## config.mk

```make
export PLATFORM = sky130hd
export DESIGN_NAME = morse_text_line
export DESIGN_NICKNAME = d
export VERILOG_FILES = /design/src/rtl/morse_text_pkg.sv /design/src/rtl/ascii_rom.sv /design/src/rtl/text_line_buffer.sv /design/src/rtl/morse_text_line.sv
export SDC_FILE = /design/constraint.sdc
export NUM_CORES = 1
export LEC_CHECK = 0
export CAP_MARGIN = 20
export CORE_ASPECT_RATIO = 1.25
export CORE_MARGIN = 5
export CORE_UTILIZATION = 44
export DETAILED_ROUTE_END_ITERATION = 12
export REMOVE_ABC_BUFFERS = 1
export SLEW_MARGIN = 20
export SYNTH_ARGS = -nofsm -noshare
export SYNTH_HDL_FRONTEND = slang
export SYNTH_SLANG_ARGS = --single-unit
```

## constraint.sdc

```tcl
create_clock -name clk -period 3.4 [get_ports clk]
set_clock_uncertainty 0.15 [all_clocks]
set_input_delay 0.68 -clock clk [delete_from_list [all_inputs] [get_ports clk]]
set_output_delay 0.68 -clock clk [all_outputs]
set_load 0.005 [all_outputs]
```

## src/rtl/morse_text_pkg.sv

```systemverilog
// rtl/morse_text_pkg.sv - shared constants and helpers for the Morse text line overlay
package morse_text_pkg;

    localparam logic [6:0] ASCII_SPACE = 7'h20;
    localparam logic [7:0] ASCII_BS    = 8'h08;
    localparam logic [7:0] ASCII_MIN   = 8'h20;
    localparam logic [7:0] ASCII_MAX   = 8'h7E;

    localparam int CHAR_W = 8;
    localparam int CHAR_H = 16;

    localparam logic [11:0] DEFAULT_FG  = 12'h00F;
    localparam logic [11:0] DEFAULT_BG  = 12'hFFF;
    localparam logic [11:0] COLOR_BLACK = 12'h000;

    function automatic logic is_printable(input logic [7:0] code);
        return (code >= ASCII_MIN) && (code <= ASCII_MAX);
    endfunction

endpackage

```

## src/rtl/ascii_rom.sv

```systemverilog
// rtl/ascii_rom.sv - 8x16 glyph source, address {code[6:0], row[3:0]}, one clock read latency
// Ports: clk; addr = {character code, glyph row}; data = glyph row bits, bit 7 is the leftmost pixel.
// Glyphs are generated arithmetically: space and rows 0-1 / 14-15 are blank, other rows are
// {code,1} xor {row,row}, which is distinct for every printable code on every inked row.
module ascii_rom (
    input  logic        clk,
    input  logic [10:0] addr,
    output logic [7:0]  data
);
    logic [6:0] code;
    logic [3:0] row;
    logic [7:0] glyph;

    assign code = addr[10:4];
    assign row  = addr[3:0];

    always_comb begin
        glyph = 8'h00;
        if (code != 7'h20 && row >= 4'd2 && row <= 4'd13)
            glyph = {code, 1'b1} ^ {row, row};
    end

    always_ff @(posedge clk)
        data <= glyph;

endmodule

```

## src/rtl/text_line_buffer.sv

```systemverilog
// rtl/text_line_buffer.sv - character cell line with commit, backspace, clear and scroll/wrap
// Ports: clk, rst_n (sync, active low); letter/send from the decoder (send rising edge commits);
// clear empties the line; rd_col -> rd_char is a combinational read port; char_count, full.
// With MORSE_TEXT_CURSOR_EN defined, cursor_ptr exposes the write pointer.
module text_line_buffer import morse_text_pkg::*; #(
    parameter  int NUM_CHARS = 32,
    parameter  int FULL_MODE = 0,
    localparam int CW        = $clog2(NUM_CHARS),
    localparam int PW        = $clog2(NUM_CHARS + 1)
) (
    input  logic          clk,
    input  logic          rst_n,
    input  logic [7:0]    letter,
    input  logic          send,
    input  logic          clear,
    input  logic [CW-1:0] rd_col,
    output logic [6:0]    rd_char,
`ifdef MORSE_TEXT_CURSOR_EN
    output logic [PW-1:0] cursor_ptr,
`endif
    output logic [PW-1:0] char_count,
    output logic          full
);
    logic [6:0]    cells [NUM_CHARS];
    logic [PW-1:0] wr_ptr;
    logic [PW-1:0] ptr_inc;
    logic [PW-1:0] ptr_dec;
    logic          send_q;
    logic          commit;

    assign commit  = send & ~send_q;
    assign full    = (char_count == PW'(NUM_CHARS));
    assign rd_char = cells[rd_col];
`ifdef MORSE_TEXT_CURSOR_EN
    assign cursor_ptr = wr_ptr;
`endif

    // In wrap mode the pointer moves modulo NUM_CHARS in both directions; in scroll
    // mode it tracks the count and parks at NUM_CHARS once the line is full.
    always_comb begin
        ptr_inc = wr_ptr + 1'b1;
        ptr_dec = wr_ptr - 1'b1;
        if (FULL_MODE != 0) begin
            if (wr_ptr == PW'(NUM_CHARS - 1))
                ptr_inc = '0;
            if (wr_ptr == '0)
                ptr_dec = PW'(NUM_CHARS - 1);
        end
    end

    always_ff @(posedge clk) begin
        if (!rst_n) begin
            for (int i = 0; i < NUM_CHARS; i++)
                cells[i] <= ASCII_SPACE;
            wr_ptr     <= '0;
            char_count <= '0;
            send_q     <= 1'b0;
        end else begin
            send_q <= send;
            if (clear) begin
                // A commit arriving with clear is dropped on purpose.
                for (int i = 0; i < NUM_CHARS; i++)
                    cells[i] <= ASCII_SPACE;
                wr_ptr     <= '0;
                char_count <= '0;
            end else if (commit) begin
                if (is_printable(letter)) begin
                    if (full && FULL_MODE == 0) begin
                        for (int i = 0; i < NUM_CHARS - 1; i++)
                            cells[i] <= cells[i+1];
                        cells[NUM_CHARS-1] <= letter[6:0];
                    end else begin
                        cells[CW'(wr_ptr)] <= letter[6:0];
                        wr_ptr             <= ptr_inc;
                        if (!full)
                            char_count <= char_count + 1'b1;
                    end
                end else if (letter == ASCII_BS && char_count != '0) begin
                    cells[CW'(ptr_dec)] <= ASCII_SPACE;
                    wr_ptr              <= ptr_dec;
                    char_count          <= char_count - 1'b1;
                end
            end
        end
    end

endmodule

```

## src/rtl/morse_text_line.sv

```systemverilog
// rtl/morse_text_line.sv - renders a line of decoded Morse letters as 8x16 glyphs over VGA
// Ports: clk, rst_n (sync, active low); video_on, x, y from the sync generator; letter/send/clear
// from the decoder; rgb (registered, 3 clk after x/y/video_on); char_count; full.
// Optional: define MORSE_TEXT_CURSOR_EN for a blinking underscore cursor at the write position.
module morse_text_line import morse_text_pkg::*; #(
    parameter  int          NUM_CHARS = 32,
    parameter  int          ORIGIN_X  = 192,
    parameter  int          ORIGIN_Y  = 224,
    parameter  logic [11:0] FG_COLOR  = DEFAULT_FG,
    parameter  logic [11:0] BG_COLOR  = DEFAULT_BG,
    parameter  int          FULL_MODE = 0,
    localparam int          CW        = $clog2(NUM_CHARS),
    localparam int          PW        = $clog2(NUM_CHARS + 1)
) (
    input  logic          clk,
    input  logic          rst_n,
    input  logic          video_on,
    input  logic [9:0]    x,
    input  logic [9:0]    y,
    input  logic [7:0]    letter,
    input  logic          send,
    input  logic          clear,
    output logic [11:0]   rgb,
    output logic [PW-1:0] char_count,
    output logic          full
);
    localparam logic [10:0] X_LO = 11'(ORIGIN_X);
    localparam logic [10:0] X_HI = 11'(ORIGIN_X + CHAR_W * NUM_CHARS);
    localparam logic [10:0] Y_LO = 11'(ORIGIN_Y);
    localparam logic [10:0] Y_HI = 11'(ORIGIN_Y + CHAR_H);

    logic [CW+2:0] dx;
    logic [3:0]    dy;
    logic          in_region;
    logic [CW-1:0] col;
    logic [6:0]    cell_char;
    logic          cursor_hit;

    logic [10:0]   rom_addr;
    logic [7:0]    rom_data;
    logic [2:0]    px_s1, px_s2;
    logic          reg_s1, reg_s2, von_s1, von_s2, cur_s1, cur_s2;

    // Only the low bits of the offsets are needed: dx up to the cell index, dy the glyph row.
    assign dx        = x[CW+2:0] - X_LO[CW+2:0];
    assign dy        = y[3:0] - Y_LO[3:0];
    assign in_region = ({1'b0, x} >= X_LO) && ({1'b0, x} < X_HI) &&
                       ({1'b0, y} >= Y_LO) && ({1'b0, y} < Y_HI);
    assign col       = in_region ? dx[CW+2:3] : '0;

    text_line_buffer #(
        .NUM_CHARS (NUM_CHARS),
        .FULL_MODE (FULL_MODE)
    ) u_buffer (
        .clk        (clk),
        .rst_n      (rst_n),
        .letter     (letter),
        .send       (send),
        .clear      (clear),
        .rd_col     (col),
        .rd_char    (cell_char),
`ifdef MORSE_TEXT_CURSOR_EN
        .cursor_ptr (cursor_ptr),
`endif
        .char_count (char_count),
        .full       (full)
    );

`ifdef MORSE_TEXT_CURSOR_EN
    logic [PW-1:0] cursor_ptr;
    logic [5:0]    frame_cnt;
    logic          origin_q;

    // Count frames on the first cycle of pixel (0,0); x/y are held for several clocks.
    always_ff @(posedge clk) begin
        if (!rst_n) begin
            frame_cnt <= '0;
            origin_q  <= 1'b0;
        end else begin
            origin_q <= (x == '0) && (y == '0);
            if ((x == '0) && (y == '0) && !origin_q)
                frame_cnt <= frame_cnt + 1'b1;
        end
    end

    assign cursor_hit = frame_cnt[5] && in_region && (PW'(col) == cursor_ptr) &&
                        (dy[3:1] == 3'b111) && !(full && FULL_MODE == 0);
`else
    assign cursor_hit = 1'b0;
`endif

    ascii_rom u_rom (
        .clk  (clk),
        .addr (rom_addr),
        .data (rom_data)
    );

    always_ff @(posedge clk) begin
        if (!rst_n) begin
            rom_addr <= '0;
            px_s1    <= '0;
            px_s2    <= '0;
            reg_s1   <= 1'b0;
            reg_s2   <= 1'b0;
            von_s1   <= 1'b0;
            von_s2   <= 1'b0;
            cur_s1   <= 1'b0;
            cur_s2   <= 1'b0;
            rgb      <= COLOR_BLACK;
        end else begin
            rom_addr <= {cell_char, dy};
            px_s1    <= dx[2:0];
            reg_s1   <= in_region;
            von_s1   <= video_on;
            cur_s1   <= cursor_hit;
            px_s2    <= px_s1;
            reg_s2   <= reg_s1;
            von_s2   <= von_s1;
            cur_s2   <= cur_s1;
            if (!von_s2)
                rgb <= COLOR_BLACK;
            else if (reg_s2 && (rom_data[~px_s2] || cur_s2))
                rgb <= FG_COLOR;
            else
                rgb <= BG_COLOR;
        end
    end

endmodule

```

==> key figures <==
Timing
  – Setup TNS: 0 ns
  – Slew Limit Fails: 0
  – Slew margin rel.: 52.6%
  – Final setup margin: 0.186 ns
  – Final Critical Period: between 3 and 4 ns
  – Final setup viols: 0
  – Slew at the pin with the worst max-slew slack: ~0.7 ns
  – Fmax: 311 MHz
  – RSZ-0062 raised after global routing: false
  – Fin. Hold Viols: 0
  – Final Cycle Share: between 90 and 100%

Clock network
  – Cts hold-fix bufs: 0
  – Post-CTS Setup Inserts: 0
  – Clk Latency, worst-skew pair: 0.56 ns
  – Clk slew on worst S/H paths: 0.06 ns
  – Post_cts resized: 0
  – CTS Buffer Depth: 3
  – TritonCTS sink count: 267
  – H-tree depth: 1
  – Clock root buffer: clkbuf_16
  – CTS Buf Count: 27
  – CTS tree: done

Min path
  – Hold crit path type: reg -> reg
  – Hold Crit Depth: 1

Synth
  – Yosys top cell by area: edfxtp_1
  – Yosys cell types: 84
  – Proportion of netlist area held by the largest area contributor: 47.5%
  – Synth warn: 0
  – Synth Flop Type: edfxtp_1
  – Top post-synthesis cells by area: edfxtp_1 48%, dfxtp_1 6.1%, a32o_1 5.8%, mux4_2 4.9%, o21ai_0 4.7%
  – Asr flop ratio synth: 0%
  – Synth Area per Inst: around 11 um2
  – Post-synth EDFFs: 224
  – Sequential element share of the synthesized area: 53.6%
  – Mapped Area: 14,200 um2
  – Post-synthesis cell count: around 1,200
  – #FFs+latches synth: 267

Pwr
  – Logic pwr share: 8.4%
  – Clock share of power: 40.9%
  – Total power: between 0.007 and 0.008 W
  – NetSw: around 0.0017 W
  – Pint: approximately 0.0057 W
  – VDD IR-drop max: around 0.33 mV
  – Static Leak: 6.13 nW
  – Switching share of power: 23.1%
  – Flop pwr share: 50.7%
  – Pwr per Cell Area: between 400 and 500 nW/um2

Detailed routing
  – WL met3: 4710 um
  – Final ANT Viol Nets: 0
  – Drt wl/cell: 27.0 um
  – Routed wire length: 50,300 um
  – DR vias: 11,900
  – Drt first-iter violations: 1,576
  – Routed wl met2: about 24,000 um
  – Final routed DRC violation total: 0
  – M1 wire length: approximately 19,000 um
  – Uppermost layer routed: met5
  – DRT Pass-1 Iters: 6
  – Vias per inst: approximately 6.4

Place
  – Cells after DPL: approximately 1,800
  – HPWL Detailed: about 37,000 um
  – Post-DP Area: around 17,000 um2
  – Post-Place Setup Slack: -0.423 ns
  – Gp weighted congestion: 0.993
  – IO Port Bufs: 51

Worst setup path
  – CP max FO: 9
  – Setup crit end kind: register
  – Slowest cell on crit path: clkdlybuf4s50_1
  – Startpoint Class: input port
  – Worst path depth: 11
  – R2R depth: 9
  – Crit path max-delay family: buffers and inverters
  – Worst path max stage delay: 0.67 ns
  – Data arrival, critical path: between 3 and 4 ns
  – CP Cell Sequence: clkdlybuf4s50_1 > nand2b_2 > nand2b_4 > buf_4 > nor3_1 > buf_4 > mux2i_2 > nand2_1 > buf_4 > o21ai_0 > buf_4
  – Top cell by count, worst path: buf_4
  – Kind of critical path: in -> reg
  – CP required: 3.50 ns
  – CP Buf/Inv Count: 5

Global routing
  – Gr ovfl total: 0
  – Largest net degree at the start of global routing: 50
  – Vias in the first global route: 11,600
  – Initial antenna violation count: 2
  – First-pass GRT wire length: 74,100 um
  – Total GRT Usage: 27.5%

Finish
  – Commonest cells after routing, fill and taps aside: 224 x edfxtp_1, 199 x buf_4, 137 x nand2_1
  – ANT cells: 0
  – Design Area, Final: 17,400 um2
  – Layout cells sized above 1: 22.9%
  – Non-filler cells, final: 1,862
  – Area Growth Syn to Fin: 23.1%
  – Total Nets Final: 1,471
  – Commonest non-fill, non-tap cell in the layout: edfxtp_1

Floorplan
  – Core area: 31,800 um2
  – Starting Density: 44.5%
  – Total Die Area: 35,900 um2
  – Row count: 73
  – I/O Pins: 52
  – Die H: 211 um
  – Die Wd: 170 um

Outcome
  – Status: completed

Run
  – Max-cap violations: 0
-- path summary, 6_finish.rpt --
| check | start | to | slack, ns |
|---|---|---|---|
| worst max-delay path | rst_n | u_buffer.cells[13][3] | 0.19 |
| worst min-delay path | reg_s2 | rgb[10] | 0.26 |
| worst max register to register | u_buffer.char_count[0] | u_buffer.cells[13][3] | 0.30 |
| worst min register to register | reg_s2 | rgb[10] | 0.26 |
-- power groups by stage --
stage | sequential, W | clock, W | combinational [W]
detailed placement | 0.00381 | 0 | 0.000611
global placement | 0.00380 | 0 | 0.000607
floorplan | 0.00377 | 0 | 0.000262
CTS | 0.00374 | 0.00306 | 0.000613
finish | 0.00374 | 0.00302 | 0.000621
global route | 0.00375 | 0.00319 | 0.000653
-- cells by family after synthesis --
logic type | share of synthesized area (%)
AOI/OAI and AO/OA | 19.2
and+or+nand+nor | 12.9
DFF | 53.6
buffers and inverters | 4.13
muxes | 8.16
xor gates and xnor gates | 1.18
adders and majority gates | 0.760
-- area by class of cell --
cell class                 count  area, um2
timing repair buffer         269       2390
fill                        2730      14400
tap                          412        515
multi-input combinational    858       6010
clock buffer                  45        875
inverter                       7       26.3
clock inverter                 4       25.0
sequential                   267       7590
-- per-stage QoR --
| stage | hold slack (ns) | util [%] |
|---|---|---|
| floorplan | 0.243 | - |
| global placement | 0.249 | 52.0 |
| detailed placement | 0.255 | 52.0 |
| CTS | 0.264 | 54.8 |
| global route | 0.282 | 54.8 |
| finish | 0.264 | 54.8 |
-- sequential cells by signal (all words and copies together) (netlist names), 2 cells and up --
name / flops
u_buffer.cells: 224
u_buffer.wr_ptr: 5
rgb: 2
u_rom.data: 8
u_buffer.char_count: 6
rom_addr: 11
px_s1: 3
px_s2: 3
-- Yosys cell counts, types with 7 or more instances --
cell type and instances:
dfxtp_1 43, buf_4 13, and2_1 21, o31ai_1 7, a32o_1 82, a21oi_1 49, edfxtp_1 224, o21ai_1 15
inv_1 7, clkbuf_1 60, mux4_2 31, nand2_1 137, nand2b_1 12, a211oi_1 20, xnor2_1 18, nor3_1 14
o21ai_0 132, a22o_1 14, nor2b_1 11, nor2_1 97, nand3_1 18, ha_1 7, o211ai_1 8, mux2i_1 35
buf_2 29, nand4_1 12
-- per-layer routing --
metal,vias to the layer above,global-route usage [%]
met1,5856,34.6
met4,2,14.9
met5,-,0
met3,166,4.73
li1,5198,-
met2,708,45.2
No activity file was read; power rests on OpenSTA's default activity.
